$ cat src/rtl/sevseg_pkg.sv
// Shared segment encodings and the nibble-to-segment lookup for the scanned 7-segment driver.
// Segment vectors are active-low, ordered a..g from bit 6 down to bit 0.
package sevseg_pkg;

    localparam logic [6:0] SEG_0     = 7'b000_0001;
    localparam logic [6:0] SEG_1     = 7'b100_1111;
    localparam logic [6:0] SEG_2     = 7'b001_0010;
    localparam logic [6:0] SEG_3     = 7'b000_0110;
    localparam logic [6:0] SEG_4     = 7'b100_1100;
    localparam logic [6:0] SEG_5     = 7'b010_0100;
    localparam logic [6:0] SEG_6     = 7'b010_0000;
    localparam logic [6:0] SEG_7     = 7'b000_1111;
    localparam logic [6:0] SEG_8     = 7'b000_0000;
    localparam logic [6:0] SEG_9     = 7'b000_1100;
    localparam logic [6:0] SEG_A     = 7'b000_1000;
    localparam logic [6:0] SEG_B     = 7'b110_0000;
    localparam logic [6:0] SEG_C     = 7'b011_0001;
    localparam logic [6:0] SEG_D     = 7'b100_0010;
    localparam logic [6:0] SEG_E     = 7'b011_0000;
    localparam logic [6:0] SEG_F     = 7'b011_1000;
    localparam logic [6:0] SEG_BLANK = 7'b111_1111;

    function automatic logic [6:0] nibble_to_seg(input logic [3:0] nib);
        logic [6:0] seg;
        case (nib)
            4'h0:    seg = SEG_0;
            4'h1:    seg = SEG_1;
            4'h2:    seg = SEG_2;
            4'h3:    seg = SEG_3;
            4'h4:    seg = SEG_4;
            4'h5:    seg = SEG_5;
            4'h6:    seg = SEG_6;
            4'h7:    seg = SEG_7;
            4'h8:    seg = SEG_8;
            4'h9:    seg = SEG_9;
            4'hA:    seg = SEG_A;
            4'hB:    seg = SEG_B;
            4'hC:    seg = SEG_C;
            4'hD:    seg = SEG_D;
            4'hE:    seg = SEG_E;
            default: seg = SEG_F;
        endcase
        return seg;
    endfunction

endpackage

$ cat src/rtl/sevseg_hex_decode.sv
// Combinational hex nibble to active-low 7-segment pattern lookup.
module sevseg_hex_decode
    import sevseg_pkg::*;
(
    input  logic [3:0] nibble_i,
    output logic [6:0] seg_o
);

    assign seg_o = nibble_to_seg(nibble_i);

endmodule

$ cat src/rtl/sevseg_scan_driver.sv
// Multiplexed N-digit hex display scanner with frame-synchronous loading and leading-zero blanking.
// Optional decimal points are compiled in when SEVSEG_DP_EN is defined.
module sevseg_scan_driver
    import sevseg_pkg::*;
#(
    parameter int N_DIGITS       = 4,
    parameter int REFRESH_CYCLES = 100000
) (
    input  logic                  clk,
    input  logic                  rst,
    input  logic [4*N_DIGITS-1:0] value,
    input  logic                  load,
    input  logic                  blank_lz,
    input  logic                  enable,
`ifdef SEVSEG_DP_EN
    input  logic [N_DIGITS-1:0]   dp_in,
    output logic                  dp,
`endif
    output logic [6:0]            seg,
    output logic [N_DIGITS-1:0]   digit,
    output logic                  frame_tick
);

    localparam int TIMER_W = $clog2(REFRESH_CYCLES);
    localparam int IDX_W   = (N_DIGITS > 1) ? $clog2(N_DIGITS) : 1;
    localparam logic [TIMER_W-1:0] TIMER_LAST = TIMER_W'(REFRESH_CYCLES - 1);
    localparam logic [IDX_W-1:0]   IDX_LAST   = IDX_W'(N_DIGITS - 1);

    logic [TIMER_W-1:0]    timer_q, timer_d;
    logic [IDX_W-1:0]      idx_q, idx_d;
    logic [4*N_DIGITS-1:0] pending_q, pending_d;
    logic [4*N_DIGITS-1:0] shadow_q, shadow_d;
    logic [6:0]            seg_q, seg_d;
    logic [N_DIGITS-1:0]   digit_q, digit_d;
    logic                  frame_tick_q, frame_tick_d;

    logic                  terminal;
    logic                  frame_end;
    logic                  lit;
    logic [3:0]            shadow_nib [N_DIGITS];
    logic [N_DIGITS-1:0]   lz_blank;
    logic [6:0]            cur_seg;

    // lz_blank[i]: this digit and every more-significant digit are zero.
    for (genvar gi = 0; gi < N_DIGITS; gi++) begin : g_nib
        assign shadow_nib[gi] = shadow_q[4*gi +: 4];
        assign lz_blank[gi]   = (shadow_q[4*N_DIGITS-1 : 4*gi] == '0);
    end

    sevseg_hex_decode u_decode (
        .nibble_i (shadow_nib[idx_q]),
        .seg_o    (cur_seg)
    );

    assign terminal  = (timer_q == TIMER_LAST);
    assign frame_end = terminal && (idx_q == IDX_LAST);
    assign lit       = enable && !(blank_lz && (idx_q != '0) && lz_blank[idx_q]);

    always_comb begin
        timer_d      = terminal ? '0 : timer_q + 1'b1;
        idx_d        = idx_q;
        pending_d    = load ? value : pending_q;
        shadow_d     = shadow_q;
        seg_d        = SEG_BLANK;
        digit_d      = '1;
        frame_tick_d = (timer_q == '0) && (idx_q == '0);
        if (terminal) begin
            idx_d = (idx_q == IDX_LAST) ? '0 : idx_q + 1'b1;
        end
        // A load landing on the boundary bypasses pending so it is not lost for a frame.
        if (frame_end) begin
            shadow_d = load ? value : pending_q;
        end
        if (lit) begin
            seg_d   = cur_seg;
            digit_d = ~(N_DIGITS'(1) << idx_q);
        end
    end

    always_ff @(posedge clk) begin
        if (rst) begin
            timer_q      <= '0;
            idx_q        <= '0;
            pending_q    <= '0;
            shadow_q     <= '0;
            seg_q        <= SEG_BLANK;
            digit_q      <= '1;
            frame_tick_q <= 1'b0;
        end else begin
            timer_q      <= timer_d;
            idx_q        <= idx_d;
            pending_q    <= pending_d;
            shadow_q     <= shadow_d;
            seg_q        <= seg_d;
            digit_q      <= digit_d;
            frame_tick_q <= frame_tick_d;
        end
    end

    assign seg        = seg_q;
    assign digit      = digit_q;
    assign frame_tick = frame_tick_q;

`ifdef SEVSEG_DP_EN
    logic [N_DIGITS-1:0] pending_dp_q, pending_dp_d;
    logic [N_DIGITS-1:0] shadow_dp_q, shadow_dp_d;
    logic                dp_q, dp_d;

    always_comb begin
        pending_dp_d = load ? dp_in : pending_dp_q;
        shadow_dp_d  = shadow_dp_q;
        dp_d         = 1'b1;
        if (frame_end) begin
            shadow_dp_d = load ? dp_in : pending_dp_q;
        end
        if (lit) begin
            dp_d = ~shadow_dp_q[idx_q];
        end
    end

    always_ff @(posedge clk) begin
        if (rst) begin
            pending_dp_q <= '0;
            shadow_dp_q  <= '0;
            dp_q         <= 1'b1;
        end else begin
            pending_dp_q <= pending_dp_d;
            shadow_dp_q  <= shadow_dp_d;
            dp_q         <= dp_d;
        end
    end

    assign dp = dp_q;
`endif

endmodule

$ cat config.mk
export PLATFORM = sky130hd
export DESIGN_NAME = sevseg_scan_driver
export DESIGN_NICKNAME = d
export VERILOG_FILES = /design/src/rtl/sevseg_pkg.sv /design/src/rtl/sevseg_hex_decode.sv /design/src/rtl/sevseg_scan_driver.sv
export SDC_FILE = /design/constraint.sdc
export NUM_CORES = 1
export LEC_CHECK = 0
export BUFFER_PORTS_ARGS = -buffer_cell sky130_fd_sc_hd__buf_4
export CORE_ASPECT_RATIO = 1.2
export CORE_MARGIN = 2
export CORE_UTILIZATION = 57
export CTS_CLUSTER_DIAMETER = 100
export DETAILED_ROUTE_END_ITERATION = 10
export PLACE_DENSITY = 0.75
export REMOVE_ABC_BUFFERS = 1
export SETUP_SLACK_MARGIN = 0.3
export SLEW_MARGIN = 20
export SYNTH_ARGS = -nofsm -noshare
export SYNTH_HDL_FRONTEND = slang
export SYNTH_SLANG_ARGS = --single-unit
$ cat constraint.sdc
create_clock -name clk -period 2.9 [get_ports clk]
set_clock_uncertainty 0.2 [all_clocks]
set_input_delay 0.58 -clock clk [delete_from_list [all_inputs] [get_ports clk]]
set_output_delay 0.58 -clock clk [all_outputs]
set_load 0.02 [all_outputs]
Word level (Yosys, flattened, before mapping)
Memory sizes are Yosys's and may differ from the RTL's. A register that Yosys moved wholly into a read port is not among the register bits. Cells that the tools add are included. Widths: inputs -> output; s select.

Add/sub/neg operators: 2. $lt $le $gt $ge: 2. Equal/unequal tests: 2. Shift-type cells: 1. Multiplexer cells: 7. Bitwise operators: 3. Reductions and logical operators: 15.

Operators by type and width (number): $add 17x1->17 const B (1); $eq 17x17->1 const B (1); $logic_not 17->1 (1); $logic_not 16->1 (1); $mux 16 (1); $logic_not 12->1 (1); $bmux 4 s2 (1); $logic_not 8->1 (1); $mux 4 (2); $logic_and 1x1->1 (5); $logic_not 4->1 (1); $not 4->4 (1); $reduce_or 2->1 (2); $shl 1x2->4 const A (1); $ge 3x3->1 const B (1); $lt 2x3->1 const B (1); $not 2->3 (1); $add 2x1->2 const B (1); $bmux 1 s2 (1); $eq 2x2->1 const B (1); $logic_not 2->1 (1); $mux 2 (1); $reduce_bool 2->1 (1); $logic_not 1->1 (1); 2 further kinds (2).

Register bits: 56. Bits in read-only memories: 112. Input bits: 21. Output and inout port bits: 12. Logic and storage cells: 39. Memories kept: 1.

Memories: (name not given) (depth 16, width 7, rd ports 1, clocked after memory_dff 1, write ports 0, line sevseg_pkg.sv:25) `case (nib)`.

Depth between registers and ports, before layout
Word-level depth: 8. Depth in mapped cells: 8. Depth with buffers taken out: 7.

Hierarchy
A second synthesis with hierarchy kept.

Cell total of the unflattened synthesis: 310. Area total of the unflattened synthesis: 3025.4 µm².

By module, submodules not included: sevseg_scan_driver (instances 1, cells an instance 272, area each 2760.1 µm², seq. area each 1261.2 µm²); sevseg_hex_decode (instances 1, cells an instance 38, area each 265.3 µm², seq. area each 0.0 µm²).

Least setup slack after synthesis
OpenSTA, ideal clock, no wires.

Path type: register -> register. Start: register idx_q[1]. End: register seg_q[3], in the netlist seg[3]. Library setup time: 131 ps. Data arrival time: 1976 ps. Required time: 2569 ps. Slack: 593 ps. Cell stages (with the launch flop): 9. Buffers on the path: 1. Period minus slack after synthesis: 2307 ps. Cell sequence: dfxtp_1 > buf_6 > mux4_2 > inv_1 > ha_1 > inv_1 > mux2_2 > nor2_1 > o311ai_1.

Word-level cells in the longest chain between the ends: 7. Elaborated cells between the ends (all ways): 13. Those cells by class: mux (5); bitwise (2); reduce/logical (6).

RTL lines: from (decl) (line sevseg_scan_driver.sv:30) `logic [IDX_W-1:0] idx_q, idx_d;`; from (signal assigned) (line sevseg_scan_driver.sv:91) `idx_q <= idx_d;`; $bmux 1 s2 / $reduce_bool 2->1 (equally long branches) (line sevseg_scan_driver.sv:57) `assign lit = enable && !(blank_lz && (idx_q != '0) && lz_blank[idx_q]);`; $mux 1 (implied by the code) / $logic_and 1x1->1 (equally long branches) (line sevseg_scan_driver.sv:57); $logic_and 1x1->1 (line sevseg_scan_driver.sv:57); $logic_not 1->1 (line sevseg_scan_driver.sv:57); $logic_and 1x1->1 (line sevseg_scan_driver.sv:57); $not 1->1 (no source line); $reduce_or 2->1 (no source line); to (decl) (line sevseg_scan_driver.sv:33) `logic [6:0] seg_q, seg_d;`.

Several ways; a longest one is shown, not always the timed one. The select of a mux whose other input is x is not followed. A chain may end at the register's enable or synchronous reset.

Final worst setup path
Same ends and word-level chain as after synthesis.

==> out/qor.txt <==
Synth cell types = 42
Core area = 4630 µm²
Grt peak-use layer = met2
Synth cell count leaders = 63 x dfxtp_1, 31 x nor2_1, 19 x nand3_1
Switch Pwr = 0.000400 W
Async SR Flop Fraction = 0
Yosys Warn Count = 0
Max-slew headroom = 0.512
Post-synth top area share = 0.459
Fmax = 409 MHz
RSZ-0062 raised after global routing = no
WS Path Type = flip-flop to flip-flop
Worst-margin pin slew = 0.730 ns
P_leak = 1.35 nW
Grt met2 use = 0.363
Setup TNS = 0 ns
Worst reg2reg path endpoint = seg[3]
Area leader, netlist = dfxtp_1
Drt pass-1 iters = 4
CTS tree = yes
Row Count = 27
Cell Int Power = 0.00145 W
Iteration-0 DRC count of the detailed router = 119
Cell mode on critical path = inv_1
Sequential power share = 0.486
Layout cells sized above 1 = 0.190
Tcrit/Tclk final = 0.844
Global route overflow = 0
Simple-Gate Fraction of Synth Area = 0.176
EDFF count, synth = 0
Leading post-synthesis cells by cell area = dfxtp_1 46%, mux2i_1 6.6%, ha_1 5.5%
Final min period = 2.45 ns
CP Data Required Time = 2.88 ns
Die width = 67.4 µm
Die height = 80.0 µm
Final Setup Violations = 0
Total track usage = 0.226
Root Driver = clkbuf_8
MaxCap Viol Count = 0
Worst VDD drop = 378 µV
Crit start category = flip-flop
Clk pwr share = 0.459
H-tree depth = 3
Final ANT Viol Nets = 0
Worst setup margin = 0.454 ns
Crit. End Element = flip-flop
CTS max path bufs = 2
Buffer count from post-CTS setup fixing = 0
Post-synthesis sequential area ratio = 0.459
Starting density of the core = 0.593
Worst Hold Class = flip-flop to flip-flop
Average wire per standard cell = 14.3 µm
Crit Reg-Reg Startpoint = idx_q[1]
Vias in the first global route = 1979
CTS Buf Count = 9
Yosys reg bits = 63
DR vias = 2150
Pins Over Slew Limit = 0
Global-route wire length before repair = 8980 µm
Critical path peak fanout = 6
Largest net degree at the start of global routing = 23
Multi-input gate area = 1350 µm²
Final Hold Fails = 0
Slowest library cell on the worst path = mux4_2
Reg2Reg Depth = 7
Hold path start = timer_q[0]
Later-pin clock latency in the skew report = 0.34 ns
DR vias/cell = 5.84
Hold Path Cell Cnt = 1
Worst Hold End = timer_q[0]
Drc violations = 0
Final net count = 338
Post-cts resize count = 0
Synthesized area = 2750 µm²
Full die area = 5390 µm²
Most frequent cell after synthesis = dfxtp_1
Post-synthesis compound-gate area fraction = 0.109
Logic pwr share = 0.055
Antenna cells = 0
R2R Setup Slk = 0.45 ns
Reg area = 1260 µm²
Post-DP HPWL = 3700 µm
Num Clock Sinks = 63
Count of hold-fix buffers inserted at cts = 0
Routing usage on met3 = 0.0649
Post-synthesis adder-cell area fraction = 0.0547
Sw frac = 0.217
Max stage delay on crit path = 0.60 ns
Avg Inst Size Synth = 9.91 µm²
Critical Path, Cell by Cell = mux4_2 -> inv_1 -> ha_1 -> inv_1 -> mux2_2 -> nor2_1 -> o311ai_1
Synth Flop Type = dfxtp_1
Power Dens Cells = 575 nW/µm²
Initial antenna violation count = 0
Worst-path clk slew = 0.07 ns
Fill cells = 388
Post-Synth XOR/XNOR Area = 0.0383
I/O Pins = 33
GR Layer Usage met1 = 0.266
# port buffers = 32
Area growth syn-to-layout = 16.8%
Final GP Congestion = 0.873
Run status = finished clean
Largest family of logic cells by synthesized area = simple AND/OR/NAND/NOR gates
DP Worst Slack = 0.494 ns
Critical path arrival = 2.43 ns
Portion of netlist area occupied by mux cells = 0.112
Total Routed Length = 5280 µm
Syn Inst Count = 277
-- registers in the layout (all words and copies together) (netlist names) --
name and cells:
shadow_q 16, seg 7, frame_tick 1, idx_q 2, pending_q 16, digit 4
timer_q 17
-- worst max path at each step --
| stage | end | cells past startpoint | from | slack, ns |
|---|---|---|---|---|
| after detailed placement | seg[3] | 7 | idx_q[1] | 0.49 |
| after global routing | seg[3] | 7 | idx_q[1] | 0.31 |
| after floorplan | seg[3] | 7 | idx_q[1] | 0.49 |
| after global placement | seg[3] | 7 | idx_q[1] | 0.58 |
| after CTS | seg[3] | 7 | idx_q[1] | 0.47 |
| final | seg[3] | 7 | idx_q[1] | 0.45 |
-- layout make-up --
cell class	count	share of cell area
inverters	13	0.0152
repair buffers	34	0.0796
clock buffers	11	0.0441
well taps	58	0.0226
multi-input cells	184	0.420
flip-flops and latches	63	0.393
clock inverters	5	0.0254
-- metrics by stage --
| stage | std cells | power (W) | utilization | instance area [µm²] | hold slack, ns |
|---|---|---|---|---|---|
| after CTS | 368 | 0.00186 | 0.693 | 3210 | 0.282 |
| after detailed placement | 352 | 0.00102 | 0.645 | 2980 | 0.267 |
| after global placement | 352 | 0.00102 | 0.645 | 2980 | 0.257 |
| after global routing | 368 | 0.00191 | 0.693 | 3210 | 0.307 |
| final | 368 | 0.00185 | 0.693 | 3210 | 0.274 |
| after floorplan | 260 | 0.000967 | - | 2660 | 0.238 |
-- power groups by stage --
stage	Sequential, W	Combinational [W]	Clock, W
final	0.000898	0.000101	0.000846
after global routing	0.000900	0.000112	0.000895
after CTS	0.000898	0.000103	0.000857
after detailed placement	0.000917	0.000102	0
after global placement	0.000917	0.000100	0
after floorplan	0.000924	0.0000429	0
-- critical path, delay by kind of cell (launching register included) --
family	cells	cell delay, ns
AO/OA/AOI/OAI	1	0.08
multiplexers	2	0.94
buffers and inverters	2	0.28
adder cells (fa/ha/maj)	1	0.27
flip-flops	1	0.41
AND/OR/NAND/NOR	1	0.09
-- layout by cell type, fill, tap and decap left out, drive strengths merged, types with 10 or more instances in the layout --
cell	synthesis	layout
buf	11	34
nor2	31	31
a21oi	10	10
o22a	17	17
dfxtp	63	63
ha	12	12
clkbuf	6	11
nand3	19	19
mux2i	18	18
inv	13	13
-- layer usage --
metal | vias up | part of all wire
met4 | 0 | 0.025
met1 | 1022 | 0.43
met5 | - | 0
met3 | 19 | 0.054
li1 | 1052 | -
met2 | 57 | 0.49
-- cells by family (layout without fill, tap and decap cells) --
| logic type | count (synthesis) | count (layout) |
|---|---|---|
| mux | 25 | 25 |
| buf+inv | 30 | 63 |
| compound gates | 42 | 42 |
| simple gates | 93 | 93 |
| fa+ha+maj | 12 | 12 |
| flops | 63 | 63 |
| xor+xnor | 12 | 12 |
Note: power is estimated with default switching activity, not from simulation.
